**src/rtl/add_tree_arbiter.sv**
```systemverilog
// Round-robin arbiter sharing one pipelined adder tree between REQS requesters.
// Define ADD_TREE_ARBITER_RR_EN for round-robin; otherwise lowest index wins.

module add_tree #(
   parameter int WIDTH  = 8,
   parameter int INPUTS = 5,
   localparam int LAT   = $clog2(INPUTS),
   localparam int OW    = WIDTH + LAT
) (
   input  logic                      clk,
   input  logic                      reset,
   input  logic                      clkena,
   input  logic                      i_signed,
   input  logic [INPUTS*WIDTH-1:0]   i_data,
   output logic                      o_signed,
   output logic [OW-1:0]             o_data
);

   function automatic int nodes(input int lvl);
      return (INPUTS + (1 << lvl) - 1) >> lvl;
   endfunction

   function automatic int clampi(input int k);
      return (k < INPUTS) ? k : INPUTS - 1;
   endfunction

   logic [OW-1:0] lv0 [INPUTS];
   logic [OW-1:0] lv  [1:LAT][INPUTS];
   logic          sg  [1:LAT];

   // Extending to the full output width up front equals per-level extension,
   // since the final sum never exceeds OW bits.
   always_comb begin
      for (int i = 0; i < INPUTS; i++) begin
         lv0[i] = {{LAT{i_signed & i_data[i*WIDTH+WIDTH-1]}},
                   i_data[i*WIDTH +: WIDTH]};
      end
   end

   always_ff @(posedge clk or posedge reset) begin
      if (reset) begin
         for (int l = 1; l <= LAT; l++) begin
            sg[l] <= 1'b0;
            for (int j = 0; j < INPUTS; j++) lv[l][j] <= '0;
         end
      end else if (clkena) begin
         sg[1] <= i_signed;
         for (int j = 0; j < INPUTS; j++) begin
            if (j >= nodes(1))
               lv[1][j] <= '0;
            else if (2*j+1 < INPUTS)
               lv[1][j] <= lv0[clampi(2*j)] + lv0[clampi(2*j+1)];
            else
               lv[1][j] <= lv0[clampi(2*j)];
         end
         for (int l = 2; l <= LAT; l++) begin
            sg[l] <= sg[l-1];
            for (int j = 0; j < INPUTS; j++) begin
               if (j >= nodes(l))
                  lv[l][j] <= '0;
               else if (2*j+1 < nodes(l-1))
                  lv[l][j] <= lv[l-1][clampi(2*j)] + lv[l-1][clampi(2*j+1)];
               else
                  lv[l][j] <= lv[l-1][clampi(2*j)];
            end
         end
      end
   end

   assign o_signed = sg[LAT];
   assign o_data   = lv[LAT][0];

endmodule

module add_tree_arbiter #(
   parameter int WIDTH  = 8,
   parameter int INPUTS = 5,
   parameter int REQS   = 4,
   localparam int LAT   = $clog2(INPUTS),
   localparam int TW    = $clog2(REQS)
) (
   input  logic                            clk,
   input  logic                            reset,
   input  logic [REQS-1:0]                 req_valid,
   output logic [REQS-1:0]                 req_ready,
   input  logic [REQS-1:0]                 req_signed,
   input  logic [REQS*INPUTS*WIDTH-1:0]    req_data,
   output logic                            res_valid,
   input  logic                            res_ready,
   output logic [TW-1:0]                   res_tag,
   output logic                            res_signed,
   output logic [WIDTH+LAT-1:0]            res_data
);

   localparam int VW = INPUTS * WIDTH;

   logic            advance;
   logic            found;
   logic            xfer;
   logic [TW-1:0]   gnt;
   logic [TW-1:0]   ptr;
   logic [VW-1:0]   tin;
   logic            tsg;
   logic            vld [1:LAT];
   logic [TW-1:0]   tg  [1:LAT];

   assign advance = ~res_valid | res_ready;

   always_comb begin
      int idx;
      idx   = 0;
      found = 1'b0;
      gnt   = '0;
      for (int k = 0; k < REQS; k++) begin
         idx = int'(ptr) + k;
         if (idx >= REQS) idx = idx - REQS;
         if (!found && req_valid[idx]) begin
            found = 1'b1;
            gnt   = TW'(idx);
         end
      end
   end

   assign xfer      = advance & found & ~reset;
   assign req_ready = xfer ? ({{(REQS-1){1'b0}}, 1'b1} << gnt) : '0;
   assign tin       = xfer ? req_data[gnt*VW +: VW] : '0;
   assign tsg       = xfer & req_signed[gnt];

`ifdef ADD_TREE_ARBITER_RR_EN
   always_ff @(posedge clk or posedge reset) begin
      if (reset)
         ptr <= '0;
      else if (xfer)
         ptr <= (gnt == TW'(REQS-1)) ? '0 : gnt + 1'b1;
   end
`else
   assign ptr = '0;
`endif

   always_ff @(posedge clk or posedge reset) begin
      if (reset) begin
         for (int l = 1; l <= LAT; l++) begin
            vld[l] <= 1'b0;
            tg[l]  <= '0;
         end
      end else if (advance) begin
         vld[1] <= xfer;
         tg[1]  <= xfer ? gnt : '0;
         for (int l = 2; l <= LAT; l++) begin
            vld[l] <= vld[l-1];
            tg[l]  <= tg[l-1];
         end
      end
   end

   assign res_valid = vld[LAT];
   assign res_tag   = tg[LAT];

   add_tree #(
      .WIDTH  (WIDTH),
      .INPUTS (INPUTS)
   ) u_tree (
      .clk      (clk),
      .reset    (reset),
      .clkena   (advance),
      .i_signed (tsg),
      .i_data   (tin),
      .o_signed (res_signed),
      .o_data   (res_data)
   );

endmodule
```
**config.mk**
```make
export PLATFORM = sky130hd
export DESIGN_NAME = add_tree_arbiter
export DESIGN_NICKNAME = d
export VERILOG_FILES = /design/src/rtl/add_tree_arbiter.sv
export SDC_FILE = /design/constraint.sdc
export NUM_CORES = 1
export LEC_CHECK = 0
export ABC_AREA = 1
export ABC_CLOCK_PERIOD_IN_PS = 2300
export CAP_MARGIN = 20
export CORE_MARGIN = 5
export CORE_UTILIZATION = 36
export DETAILED_ROUTE_END_ITERATION = 6
export DONT_BUFFER_PORTS = 1
export PLACE_DENSITY_LB_ADDON = 0.2
export RECOVER_POWER = 25
export SYNTH_ARGS = -nofsm -noshare
export SYNTH_HDL_FRONTEND = slang
export SYNTH_HIERARCHICAL = 1
export SYNTH_SLANG_ARGS = --single-unit
```
**constraint.sdc**
```tcl
create_clock -name clk -period 2.3 [get_ports clk]
set_clock_uncertainty 0.15 [all_clocks]
set_input_delay 0.23 -clock clk [delete_from_list [all_inputs] [get_ports clk]]
set_output_delay 0.23 -clock clk [all_outputs]
set_load 0.005 [all_outputs]
```
==> results.md, run 1 <==
- Final setup viols: 15
- Clock buffer depth: 2
- Sw power: 2.41 mW
- Worst-margin pin slew: 1110 ps
- Max-slew headroom: 0.261
- Top FF cell, synth: dfrtp_1
- Crit path required time: 2360 ps
- Crit path largest cell delay: 380 ps
- #FFs+latches synth: 72
- Data arrival, critical path: 2610 ps
- Max-cap viol count: 0
- Dominant cells by area after synthesis: dfrtp_1, nand2_1, ha_1
- Maximum VDD drop: 0.000443 V
- Synth Cell Area: 6240 µm²
- CTS sink count: 72
- Fin crit period: 2540 ps
- Nets: 1227
- Cell Int Power: 3.58 mW
- Final worst setup slack: -243 ps
- TritonRoute pass-1 iters: 4
- Final instance area: 7640 µm²
- CTS Buf Count: 9
- CP Launch Type: flop
- FP Rows: 48
- I/O Pins: 190
- # diodes: 0
- Met2 Usage GRT: 0.329
- Logic gate share of total power: 0.461
- Sequential power share: 0.325
- Switching part of the total: 0.403
- Reg area: 1800 µm²
- Final Util: 0.445
- Clk pwr share: 0.214
- Grt total ovfl: 0
- CP Capture Type: flop
- Final Hold Viols: 0
- Remaining DRCs: 0
- Die width: 142 µm
- RSZ-0062 raised after global routing: yes
- Synthesis-to-finish area growth: 22.4%
- EDFF count, synth: 0
- Starting DRT DRC Count: 263
- Total GRT Usage: 0.184
- Busiest grt layer: met2
- Worst-path cell chain: inv_2, nor2_4, nor2_4, nand2_4, nor2_4, buf_12, nand2_4, nand2_4, ha_4, inv_2, fa_2, o21ai_4, buf_4, nand2_1, nand2_1, o21ai_1
- Synth unique cells: 33
- Worst skew pair latency: 330 ps
- Min-delay src: req_data[35]
- Status: finished, violations left
- Detailed Route WL: 18500 µm
- Area leader, netlist: dfrtp_1
- ANT nets after route: 0
- First-pass GRT wire length: 30100 µm
- CP startpoint: res_valid
- Number of global-route vias before repair: 6166
- HP Class: in2reg
- Final Wtd Congestion: 0.902
- Initial antenna violation count: 0
- H-tree depth: 3
- Syn Nets: 1197
- P_leak: 3.93 nW
- Routed WL per cell: 14.9 µm
- M1 GR Usage: 0.228
- Via-to-Cell Ratio: 4.94
- Violated checks: negative setup slack
- TritonCTS clock tree: done
- Starting Density: 0.363
- Top-area cell type share of the netlist area: 0.289
- Clock root buffer: clkbuf_16
- Die area: 20100 µm²
- Gate Count Post-Synth: 984
- Total number of vias: 6149
- Critical Path Fanout Max: 6
- Clk slew on worst S/H paths: 60 ps
- Worst path slowest cell: dfrtp_1
- Part of the Yosys area used for sequential elements: 0.289
- Share of cells above drive strength 1: 0.185
- R2r startpoint: res_valid
- Final period utilization: 1.11
- Pre-CTS setup slack: -341 ps
- Synth Area per Inst: 6.34 µm²
- Largest net degree at the start of global routing: 51
- Area of placed instances: 6750 µm²
- Yosys warnings: 6
- FFs w/ async S/R, synth: 1.00
- Fmax: 393 MHz
- Detailed Place HPWL: 14600 µm
- Core box area: 17200 µm²
- PD cells: 784 nW/µm²
- Fin. max-slew vios: 0
- Multi-input gate area: 4280 µm²
- Critical path class: reg2reg
- Input/output buffers: 0
- Layout fillers: 1832
- Met3 Track Usage GR: 0.0324
- Die Span Y: 142 µm
-- flip-flops by register name, summed over array words and instances, names as in the netlist --
name / cells
u_tree/lv: 49
u_tree/o_data: 11
res_valid: 1
res_tag: 2
vld: 2
tg: 4
u_tree/o_signed: 1
u_tree/sg: 2
-- layout make-up --
class,count,area share
multi-input combinational,776,0.560
sequential,72,0.236
timing repair buffer,74,0.0927
inverter,81,0.0401
tap,225,0.0368
clock buffer,13,0.0327
clock inverter,3,0.00229
-- Yosys cell counts (3+ instances only) --
master / n
nand2_1: 444
nand3_1: 84
inv_1: 75
dfrtp_1: 72
nor2_1: 54
nand4_1: 40
ha_1: 38
o21ai_0: 32
a21oi_1: 23
buf_4: 17
buf_2: 14
clkbuf_1: 11
o21ai_1: 11
nand3b_1: 8
xnor2_1: 8
buf_6: 7
buf_1: 6
nand2_2: 6
inv_2: 5
nor2_2: 5
fa_1: 4
nand3_2: 4
o21ai_2: 4
xor2_1: 3
-- worst max-delay path, delay by kind of cell (launching register included) --
family	cells	cell delay (ps)
and+or+nand+nor	8	690
DFF	1	380
buffers and inverters	4	420
AOI/OAI and AO/OA	2	270
adders and majority gates	2	510
-- repair_timing --
action                                 4_1_cts  5_1_grt
endpoints found under the hold margin       39        0
setup endpoints to repair                   18       18
buffers inserted                             4        6
hold buffers                                 4        0
pin swaps                                    1       46
gates resized for setup                     31       68
gates cloned                                 1        1
-- routing by layer --
| metal | wire length (µm) | vias to the layer above |
|---|---|---|
| met4 | 301 | 0 |
| met5 | 0 | - |
| li1 | - | 3201 |
| met3 | 851 | 20 |
| met1 | 7930 | 2766 |
| met2 | 9400 | 162 |
-- worst paths after layout --
kind                                  end  slack [ps]  depth (start not counted)
min reg2reg                     res_valid         320                          2
max in group asynchronous  u_tree/lv[159]         710                          3
max                        u_tree/lv[158]        -240                         16
max reg2reg                u_tree/lv[158]        -240                         16
min in group asynchronous          vld[1]         200                          2
min                        u_tree/lv[135]           8                          4
-- through the flow --
stage | cells | TNS (ps) | hold slack (ps) | power (mW)
finish | 1244 | -2720 | 8.26 | 5.99
global route | 1244 | -4910 | 25.9 | 6.54
CTS | 1237 | -1020 | 6.23 | 5.91
detailed placement | 1212 | -4150 | -44.9 | 4.49
global placement | 1212 | -3300 | -45.4 | 4.45
floorplan | 984 | -493 | -92.1 | 3.95
-- cell families after synthesis --
kind of cell,count (synthesis),share of synthesized area
AO/OA/AOI/OAI,73,0.0619
XOR/XNOR,11,0.0154
adder cells (fa/ha/maj),42,0.0890
buffers and inverters,136,0.103
flip-flops,72,0.289
AND/OR/NAND/NOR,650,0.442
-- power by group through the flow --
stage	Clock, mW	Sequential [mW]	Combinational (mW)
global route	1.38	2.00	3.15
global placement	0	1.96	2.49
floorplan	0	1.86	2.09
finish	1.28	1.95	2.76
detailed placement	0	1.98	2.51
CTS	1.32	1.96	2.63
-- cells in the final DEF, fill, tap and decap left out, types with 3 or more instances in the layout --
cell type      count
inv_1             69
buf_12             8
nand2_4           12
nand3_2            4
clkbuf_16         10
o21ai_1           16
nand2_2           28
ha_4              14
a21oi_1           15
dfrtp_1           72
nor2_4             3
nor2_2             9
nand4_1           40
ha_1              23
o21ai_0           26
clkbuf_1           3
o21ai_4            3
nand2_1          410
xnor2_2            3
inv_2             10
buf_4             60
a21oi_2            6
nand3b_1           8
xnor2_1            5
dlygate4sd3_1      4
nor2_1            48
nand3_1           82
Power figures use the tool's default switching activity.
==> run 2: changes to the inputs <==
RECOVER_POWER = default   (was 25)
==> results.md, run 2 (same netlist as run 1, synthesis figures left out) <==
- Status: finished, violations left
- Violated checks: negative setup slack
- Biggest register: u_tree/lv
- CP Capture Type: flop
- H-tree depth: 3 (unchanged)
- Max-slew headroom: 0.593 (+0.332)
- Worst skew pair latency: 330 ps (about the same)
- Max reg flops: 49 (unchanged)
- Via-to-Cell Ratio: 4.94 (about the same)
- Initial antenna violation count: 0 (unchanged)
- Clk slew on worst S/H paths: 60 ps (about the same)
- Number of global-route vias before repair: 6166 (unchanged)
- Clock buffer depth: 2 (unchanged)
- Core box area: 17200 µm² (unchanged)
- Most frequent cells in the layout: nand2_1, nand3_1, dfrtp_1, inv_1, buf_4
- Max-cap viol count: 0 (unchanged)
- Detailed Route WL: 18500 µm (about the same)
- Final Hold Viols: 0 (unchanged)
- Total number of vias: 6150 (+0.016%)
- Synthesis-to-finish area growth: 22.4% (unchanged)
- Detailed Place HPWL: 14600 µm (unchanged)
- RSZ-0062 raised after global routing: yes
- CTS Buf Count: 9 (unchanged)
- Final worst setup slack: -243 ps (-0.00400 ps)
- # diodes: 0 (unchanged)
- Data arrival, critical path: 2610 ps (about the same)
- Final cell count without fillers: 1244 (unchanged)
- Power Total: 5.99 mW (about the same)
- Die Span Y: 142 µm (unchanged)
- CP Launch Type: flop
- Fin crit period: 2540 ps (+0.00400 ps)
- TritonRoute pass-1 iters: 4 (unchanged)
- HP Class: in2reg
- TritonCTS clock tree: done
- Remaining DRCs: 0 (unchanged)
- Most common cell after layout, fill and taps aside: nand2_1
- PD cells: 784 nW/µm² (about the same)
- CTS sink count: 72 (unchanged)
- Maximum VDD drop: 0.000443 V (about the same)
- Nets: 1227 (unchanged)
- ANT nets after route: 0 (unchanged)
- FP Rows: 48 (unchanged)
- Crit path required time: 2360 ps (about the same)
- Total GRT Usage: 0.184 (unchanged)
- Grt total ovfl: 0 (unchanged)
- First-pass GRT wire length: 30100 µm (unchanged)
- Routed WL per cell: 14.9 µm (about the same)
- Critical path class: reg2reg
- Critical Path Fanout Max: 6 (unchanged)
- Final Wtd Congestion: 0.902 (unchanged)
- Final setup viols: 15 (unchanged)
- Clock root buffer: clkbuf_16
- Die area: 20100 µm² (unchanged)
- Fin. max-slew vios: 0 (unchanged)
- Die width: 142 µm (unchanged)
- Worst-margin pin slew: 609 ps (-497 ps)
- Starting DRT DRC Count: 263 (unchanged)
- Largest net degree at the start of global routing: 51 (unchanged)
- P_leak: 3.93 nW (about the same)
- Fmax: 393 MHz (about the same)
- TNS Setup: -2720 ps (-0.110 ps)
- Starting Density: 0.363 (unchanged)
- Inst Count DP: 1212 (unchanged)
- Share of cells above drive strength 1: 0.186 (+0.000981)
- Input/output buffers: 0 (unchanged)
- Final period utilization: 1.11 (about the same)
- I/O Pins: 190 (unchanged)
==> run 2: changes by cell type in the layout (fill, tap and decap cells not counted) <==
cell	previous run	this run
inv_1	69	68
inv_2	10	11
==> run 2: worst paths after layout <==
check	start	end	slack [ps]	cells after the start
max	res_valid	u_tree/lv[158]	-240	16
min in group asynchronous	reset	vld[1]	210	2
min	req_data[35]	u_tree/lv[135]	8	4
min reg2reg	vld[1]	res_valid	320	2
max in group asynchronous	reset	u_tree/lv[159]	1060	3
max reg2reg	res_valid	u_tree/lv[158]	-240	16
==> run 2: worst max-delay path: stages (launching register included) <==
cell and delay [ps]:
dfrtp_1 380, inv_2 70, nor2_4 40, nor2_4 150
nand2_4 100, nor2_4 200, buf_12 170, nand2_4 50
nand2_4 60, ha_4 130, inv_2 40, fa_2 380
o21ai_4 210, buf_4 140, nand2_1 40, nand2_1 50
o21ai_1 60
==> run 2: where the power goes <==
group	switching [mW]	internal [mW]
Combinational	1.62	1.14
Sequential	0.270	1.68
Clock	0.526	0.757
Total	2.41	3.58
==> run 2: layout make-up <==
class	instances	area, µm²
Fill cell	1832	9530
Multi-Input combinational cell	776	4280
Sequential cell	72	1800
Timing Repair Buffer	74	708
Inverter	81	307
Tap cell	225	282
Clock buffer	13	250
Clock inverter	3	17.5
==> run 2: repair_timing <==
action | in CTS | in global routing
setup endpoints to repair | 18 | 18
hold buffers | 4 | 0
hold endpoints to repair | 39 | 0
pin swaps | 1 | 46
setup buffers | 4 | 6
gates resized for setup | 31 | 68
gates cloned | 1 | 1
==> run 2: per-layer routing <==
metal  track usage  up-vias  wire, µm
met3        0.0324       20       851
met2         0.329      162      9400
met5             0        -         0
met1         0.228     2767      7930
met4        0.0455        0       301
li1              -     3201         -
==> run 2: through the flow <==
| step | cell area [µm²] | utilization | worst slack, ps | hold slack [ps] |
|---|---|---|---|---|
| floorplan | 6290 | - | -110 | -92.1 |
| global placement | 6750 | 0.393 | -287 | -45.4 |
| detailed placement | 6750 | 0.393 | -341 | -44.9 |
| CTS | 7280 | 0.424 | -132 | 6.23 |
| global route | 7640 | 0.445 | -371 | 25.9 |
| finish | 7640 | 0.445 | -243 | 8.44 |
